`src/rtl/decode_issue_buffer_pkg.sv`:
```
// Shared decode-stage types: the decoded control bundle handed from decode to execute.
// An all-zero control_type is the NOP bubble.
package decode_issue_buffer_pkg;

  typedef struct packed {
    logic [3:0] aluOp;
    logic       aluSrc;
    logic       memRead;
    logic       memWrite;
    logic       regWrite;
    logic       branch;
    logic       jump;
    logic [1:0] wbSel;
  } control_type;

endpackage

```
`src/rtl/decode_issue_buffer.sv`:
```
// Decode-to-execute issue FIFO with valid/ready handshake, back-pressure and flush.
// Optional macro DECODE_ISSUE_STATS_EN adds saturating stall/bubble/flush counters.
module decode_issue_buffer
  import decode_issue_buffer_pkg::*;
#(
  parameter int DEPTH = 2,
  parameter int XLEN  = 32
) (
  input  logic                         clk,
  input  logic                         rst_n,
  input  logic                         flush,
  input  logic                         in_valid,
  output logic                         in_ready,
  input  logic [XLEN-1:0]              in_data1,
  input  logic [XLEN-1:0]              in_data2,
  input  logic [XLEN-1:0]              in_immediate,
  input  control_type                  in_control,
  input  logic                         in_compflg,
  input  logic [XLEN-1:0]              in_pc,
  output logic                         ex_valid,
  input  logic                         ex_ready,
  output logic [XLEN-1:0]              ex_data1,
  output logic [XLEN-1:0]              ex_data2,
  output logic [XLEN-1:0]              ex_immediate_data,
  output control_type                  ex_control,
  output logic                         ex_compflg,
  output logic [XLEN-1:0]              ex_program_counter,
  output logic [$clog2(DEPTH+1)-1:0]   occupancy
`ifdef DECODE_ISSUE_STATS_EN
  ,
  output logic [31:0]                  stall_cycles,
  output logic [31:0]                  bubble_cycles,
  output logic [31:0]                  flush_count
`endif
);

  localparam int PW = $clog2(DEPTH);
  localparam int CW = $clog2(DEPTH+1);

  typedef struct packed {
    logic [XLEN-1:0] data1;
    logic [XLEN-1:0] data2;
    logic [XLEN-1:0] immediate;
    control_type     control;
    logic            compflg;
    logic [XLEN-1:0] pc;
  } entry_t;

  entry_t          r_mem [DEPTH];
  logic [PW-1:0]   r_wrPtr;
  logic [PW-1:0]   r_rdPtr;
  logic [CW-1:0]   r_count;

  logic            w_empty;
  logic            w_push;
  logic            w_pop;
  entry_t          w_inEntry;
  entry_t          w_head;

  // in_ready depends on the count alone, so a full buffer refuses a push even when the head pops.
  assign w_empty  = (r_count == '0);
  assign in_ready = (r_count != CW'(DEPTH));
  assign w_push   = in_valid && in_ready && !flush;
  assign w_pop    = !w_empty && ex_ready && !flush;

  assign w_inEntry.data1     = in_data1;
  assign w_inEntry.data2     = in_data2;
  assign w_inEntry.immediate = in_immediate;
  assign w_inEntry.control   = in_control;
  assign w_inEntry.compflg   = in_compflg;
  assign w_inEntry.pc        = in_pc;

  always_ff @(posedge clk or negedge rst_n) begin
    if (!rst_n) begin
      r_count <= '0;
      r_wrPtr <= '0;
      r_rdPtr <= '0;
    end else if (flush) begin
      r_count <= '0;
      r_wrPtr <= '0;
      r_rdPtr <= '0;
    end else begin
      if (w_push) r_wrPtr <= r_wrPtr + PW'(1);
      if (w_pop)  r_rdPtr <= r_rdPtr + PW'(1);
      if (w_push && !w_pop)
        r_count <= r_count + CW'(1);
      else if (!w_push && w_pop)
        r_count <= r_count - CW'(1);
    end
  end

  // Payload storage needs no reset: it is only observed through the count-qualified head mux.
  always_ff @(posedge clk) begin
    if (w_push) r_mem[r_wrPtr] <= w_inEntry;
  end

  assign w_head = w_empty ? '0 : r_mem[r_rdPtr];

  assign ex_valid           = !w_empty;
  assign ex_data1           = w_head.data1;
  assign ex_data2           = w_head.data2;
  assign ex_immediate_data  = w_head.immediate;
  assign ex_control         = w_head.control;
  assign ex_compflg         = w_head.compflg;
  assign ex_program_counter = w_head.pc;
  assign occupancy          = r_count;

`ifdef DECODE_ISSUE_STATS_EN
  logic [31:0] r_stallCycles;
  logic [31:0] r_bubbleCycles;
  logic [31:0] r_flushCount;

  always_ff @(posedge clk or negedge rst_n) begin
    if (!rst_n) begin
      r_stallCycles  <= '0;
      r_bubbleCycles <= '0;
      r_flushCount   <= '0;
    end else begin
      if (in_valid && !in_ready && (r_stallCycles != '1))
        r_stallCycles <= r_stallCycles + 32'd1;
      if (ex_ready && w_empty && (r_bubbleCycles != '1))
        r_bubbleCycles <= r_bubbleCycles + 32'd1;
      if (flush && (r_flushCount != '1))
        r_flushCount <= r_flushCount + 32'd1;
    end
  end

  assign stall_cycles  = r_stallCycles;
  assign bubble_cycles = r_bubbleCycles;
  assign flush_count   = r_flushCount;
`endif

endmodule

```
`config.mk`:
```
export PLATFORM = sky130hd
export DESIGN_NAME = decode_issue_buffer
export DESIGN_NICKNAME = d
export VERILOG_FILES = /design/src/rtl/decode_issue_buffer_pkg.sv /design/src/rtl/decode_issue_buffer.sv
export SDC_FILE = /design/constraint.sdc
export NUM_CORES = 1
export LEC_CHECK = 0
export BUFFER_PORTS_ARGS = -buffer_cell sky130_fd_sc_hd__buf_4
export CORE_ASPECT_RATIO = 1.2
export CORE_UTILIZATION = 45
export CTS_BUF_LIST = sky130_fd_sc_hd__clkbuf_16
export CTS_CLUSTER_SIZE = 8
export DETAILED_ROUTE_END_ITERATION = 8
export PLACE_DENSITY = 0.7
export SETUP_SLACK_MARGIN = 0.2
export SLEW_MARGIN = 30
export SYNTH_ARGS = -nofsm -noshare
export SYNTH_HDL_FRONTEND = slang
export SYNTH_SLANG_ARGS = --single-unit
```
`constraint.sdc`:
```
create_clock -name clk -period 13.05 [get_ports clk]
set_clock_uncertainty 0.15 [all_clocks]
set_input_delay 0.6525 -clock clk [delete_from_list [all_inputs] [get_ports clk]]
set_output_delay 0.6525 -clock clk [all_outputs]
set_load 0.02 [all_outputs]
```
==> out/results.tsv <==
metric	value	unit
outcome	finished, final reports clean	
slowest_stage	nor2_4	
dr.pass1.iters	6	
cp.arrival	3.28	ns
fmax	0.245	GHz
cts_buffer_depth	3	
nNetsFinal	1081	
area_growth	33.9	%
finalHoldViolations	0	
clockPowerShare	0.410	
whs_path_depth	1	
rrSetupSlack	10.16	ns
cts_tree	done	
cts.repair.resized	0	
critPathKind	reg2out	
fin_setup_tns	0	ns
netlist_top_cells_count	edfxtp_1 (282), nor2_1 (143), mux2i_1 (141)	
synth_cells	622	
drt-initial-drc-count	221	
finalSetupViolCount	0	
critPathRequiredTime	12.25	ns
min_period_over_period	0.313	
r2r-end	r_mem[0][8]	
grt_overflow	0	
total_power	0.00223	W
antenna_found_initial	0	
post-route-cell-area	14500	um^2
netlist.area_leader.share	0.784	
path_cells	nor2_4 > buf_4 > buf_4 > nor2_1 > buf_4	
grt_start_max_net_pins	78	
start_kind	flop	
worst_slew_pin_slew	0.881	ns
drc	0	
synth_seq_cells	286	
worst_r2r_path_depth	5	
die_w	143	um
seq_power_share	0.477	
synth_edf_count	282	
p_leak	5.41	nW
via_per_inst	4.91	
synth-seq-area-share	0.793	
syn-num-nets	768	
ant_nets	0	
portBuffers	290	
p_switching	0.000492	W
drive_above_1_share	0.371	
cts_root_buf	clkbuf_16	
wl_per_cell	17.9	um
die_h	172	um
reg2reg_from	occupancy[1]	
numCtsBuffers	41	
cts_sinks	286	
synth.most_common_cell	edfxtp_1	
ir_drop	124	uV
p_per_area	154	nW/um^2
ys.warnings.count	0	
rsz0062_at_grt	no	
grt_pass1_vias	6115	
max-cap-violations	0	
ys.flop_type	edfxtp_1	
drt_wl_total	22500	um
fin_crit	4.08	ns
ys_top_cells_by_area	edfxtp_1 (78%), mux2i_1 (13%), nor2_1 (5.0%), dfrtp_1 (0.93%), buf_2 (0.74%)	
fp-row-count	61	
grt_usage	0.177	
clkSlewWorstSetupHoldPaths	0.05	ns
postCtsHoldBufs	1	
yosys.cell_types.count	23	
whs_endpoint	r_mem[1][129]	
intPower	0.00173	W
syn-cell-area	10800	um^2
slew_headroom	0.413	
core-area	23400	um^2
critPathMaxStageDelay	0.71	ns
initial_utilization	0.463	
place_congestion	0.772	
slew_violations	0	
min_from	in_data1[20]	
dpl_cell_area	13300	um^2
ys_async_sr_fraction	0.0140	
die_area	24600	um^2
worst_setup_path_end_kind	primary output	
vias	6181	
dpl.hpwl	14400	um
cp_common_cell	buf_4	
worstHoldPathType	in2reg	
syn_avg_cell_area	17.4	um^2
grt_first_pass_wirelength	32700	um
synth_area_leader_cell	edfxtp_1	
combPwrFrac	0.113	
clk_latency	0.50	ns
crit_fanout	54	
switching_share	0.221	
htreeDepth	2	
post-cts-setup-buffers	0	
ios	291	
==> placed cells by master (no fill, tap or decap), types with 2 or more instances in the layout <==
| cell type | netlist | routed |
|---|---|---|
| nor2_1 | 143 | 143 |
| o21ai_0 | 3 | 3 |
| clkbuf_16 | 0 | 43 |
| buf_6 | 0 | 2 |
| dfrtp_1 | 4 | 3 |
| a21oi_1 | 2 | 2 |
| mux2i_1 | 141 | 141 |
| edfxtp_1 | 282 | 282 |
| buf_4 | 9 | 296 |
| nand2_1 | 2 | 2 |
| inv_1 | 2 | 9 |
==> final cells by class <==
cell class / count / area, um^2
diodes: 1 / 2.50
clock buffers: 43 / 1080
inverters: 3 / 11.3
repair buffers: 301 / 2300
multi-input cells: 302 / 2070
well taps: 315 / 394
flip-flops and latches: 286 / 8570
clock inverters: 9 / 38.8
fillers: 1766 / 8880
==> state kept, by name, summed over array words and instances, names as in the netlist <==
signal     cells
r_wrPtr        1
r_rdPtr        1
occupancy      2
r_mem        282
==> power groups by stage <==
stage | Combinational, W | Clock [W] | Sequential [W]
floorplan | 0.000140 | 0 | 0.00108
global placement | 0.000248 | 0 | 0.00108
detailed placement | 0.000253 | 0 | 0.00108
CTS | 0.000254 | 0.000939 | 0.00106
global route | 0.000269 | 0.000976 | 0.00106
finish | 0.000251 | 0.000914 | 0.00106
==> logic make-up (layout without fill, tap and decap cells) <==
family,count (synthesis),in the layout,synth area share
buffers and inverters,34,356,0.0168
AOI/OAI and AO/OA,7,7,0.00359
and+or+nand+nor,153,153,0.0555
xor gates and xnor gates,1,1,0.000811
DFF,286,286,0.793
muxes,141,141,0.131
other,0,1,0
==> stage by stage <==
| stage | hold slack (ns) | std cells | worst slack (ns) | util |
|---|---|---|---|---|
| 2_1_floorplan | 0.207 | 622 | 0.905 | - |
| 3_5_place_dp | 0.310 | 1205 | 9.43 | 0.570 |
| 6_report | 0.183 | 1260 | 8.97 | 0.620 |
| 4_1_cts | 0.150 | 1258 | 8.90 | 0.618 |
| 3_3_place_gp | 0.310 | 1204 | 9.52 | 0.569 |
| 5_1_grt | 0.151 | 1259 | 8.74 | 0.619 |
==> how the worst max path moves through the flow <==
| stage | startpoint | end | slack (ns) | depth (start not counted) |
|---|---|---|---|---|
| floorplan | occupancy[1] | r_mem[1][0] | 0.90 | 4 |
| CTS | occupancy[0] | ex_program_counter[15] | 8.90 | 5 |
| finish | occupancy[0] | ex_program_counter[15] | 8.97 | 5 |
| global route | occupancy[0] | ex_program_counter[21] | 8.74 | 5 |
| detailed placement | occupancy[0] | ex_program_counter[15] | 9.43 | 5 |
| global placement | occupancy[0] | ex_program_counter[26] | 9.52 | 5 |
==> layer usage <==
metal / up-vias / track usage / part of all wire
met1: 2965 / 0.210 / 0.40
met4: 0 / 0.0574 / 0.017
met5: - / 0 / 0
li1: 2925 / - / -
met2: 254 / 0.295 / 0.49
met3: 37 / 0.0674 / 0.098
==> critical path, delay by kind of cell, from the launching register on <==
family / cells / cell delay, ns
buffers and inverters: 3 / 1.37
AND/OR/NAND/NOR: 2 / 0.84
flip-flops: 1 / 0.47
(Power assumes the default switching activity.)
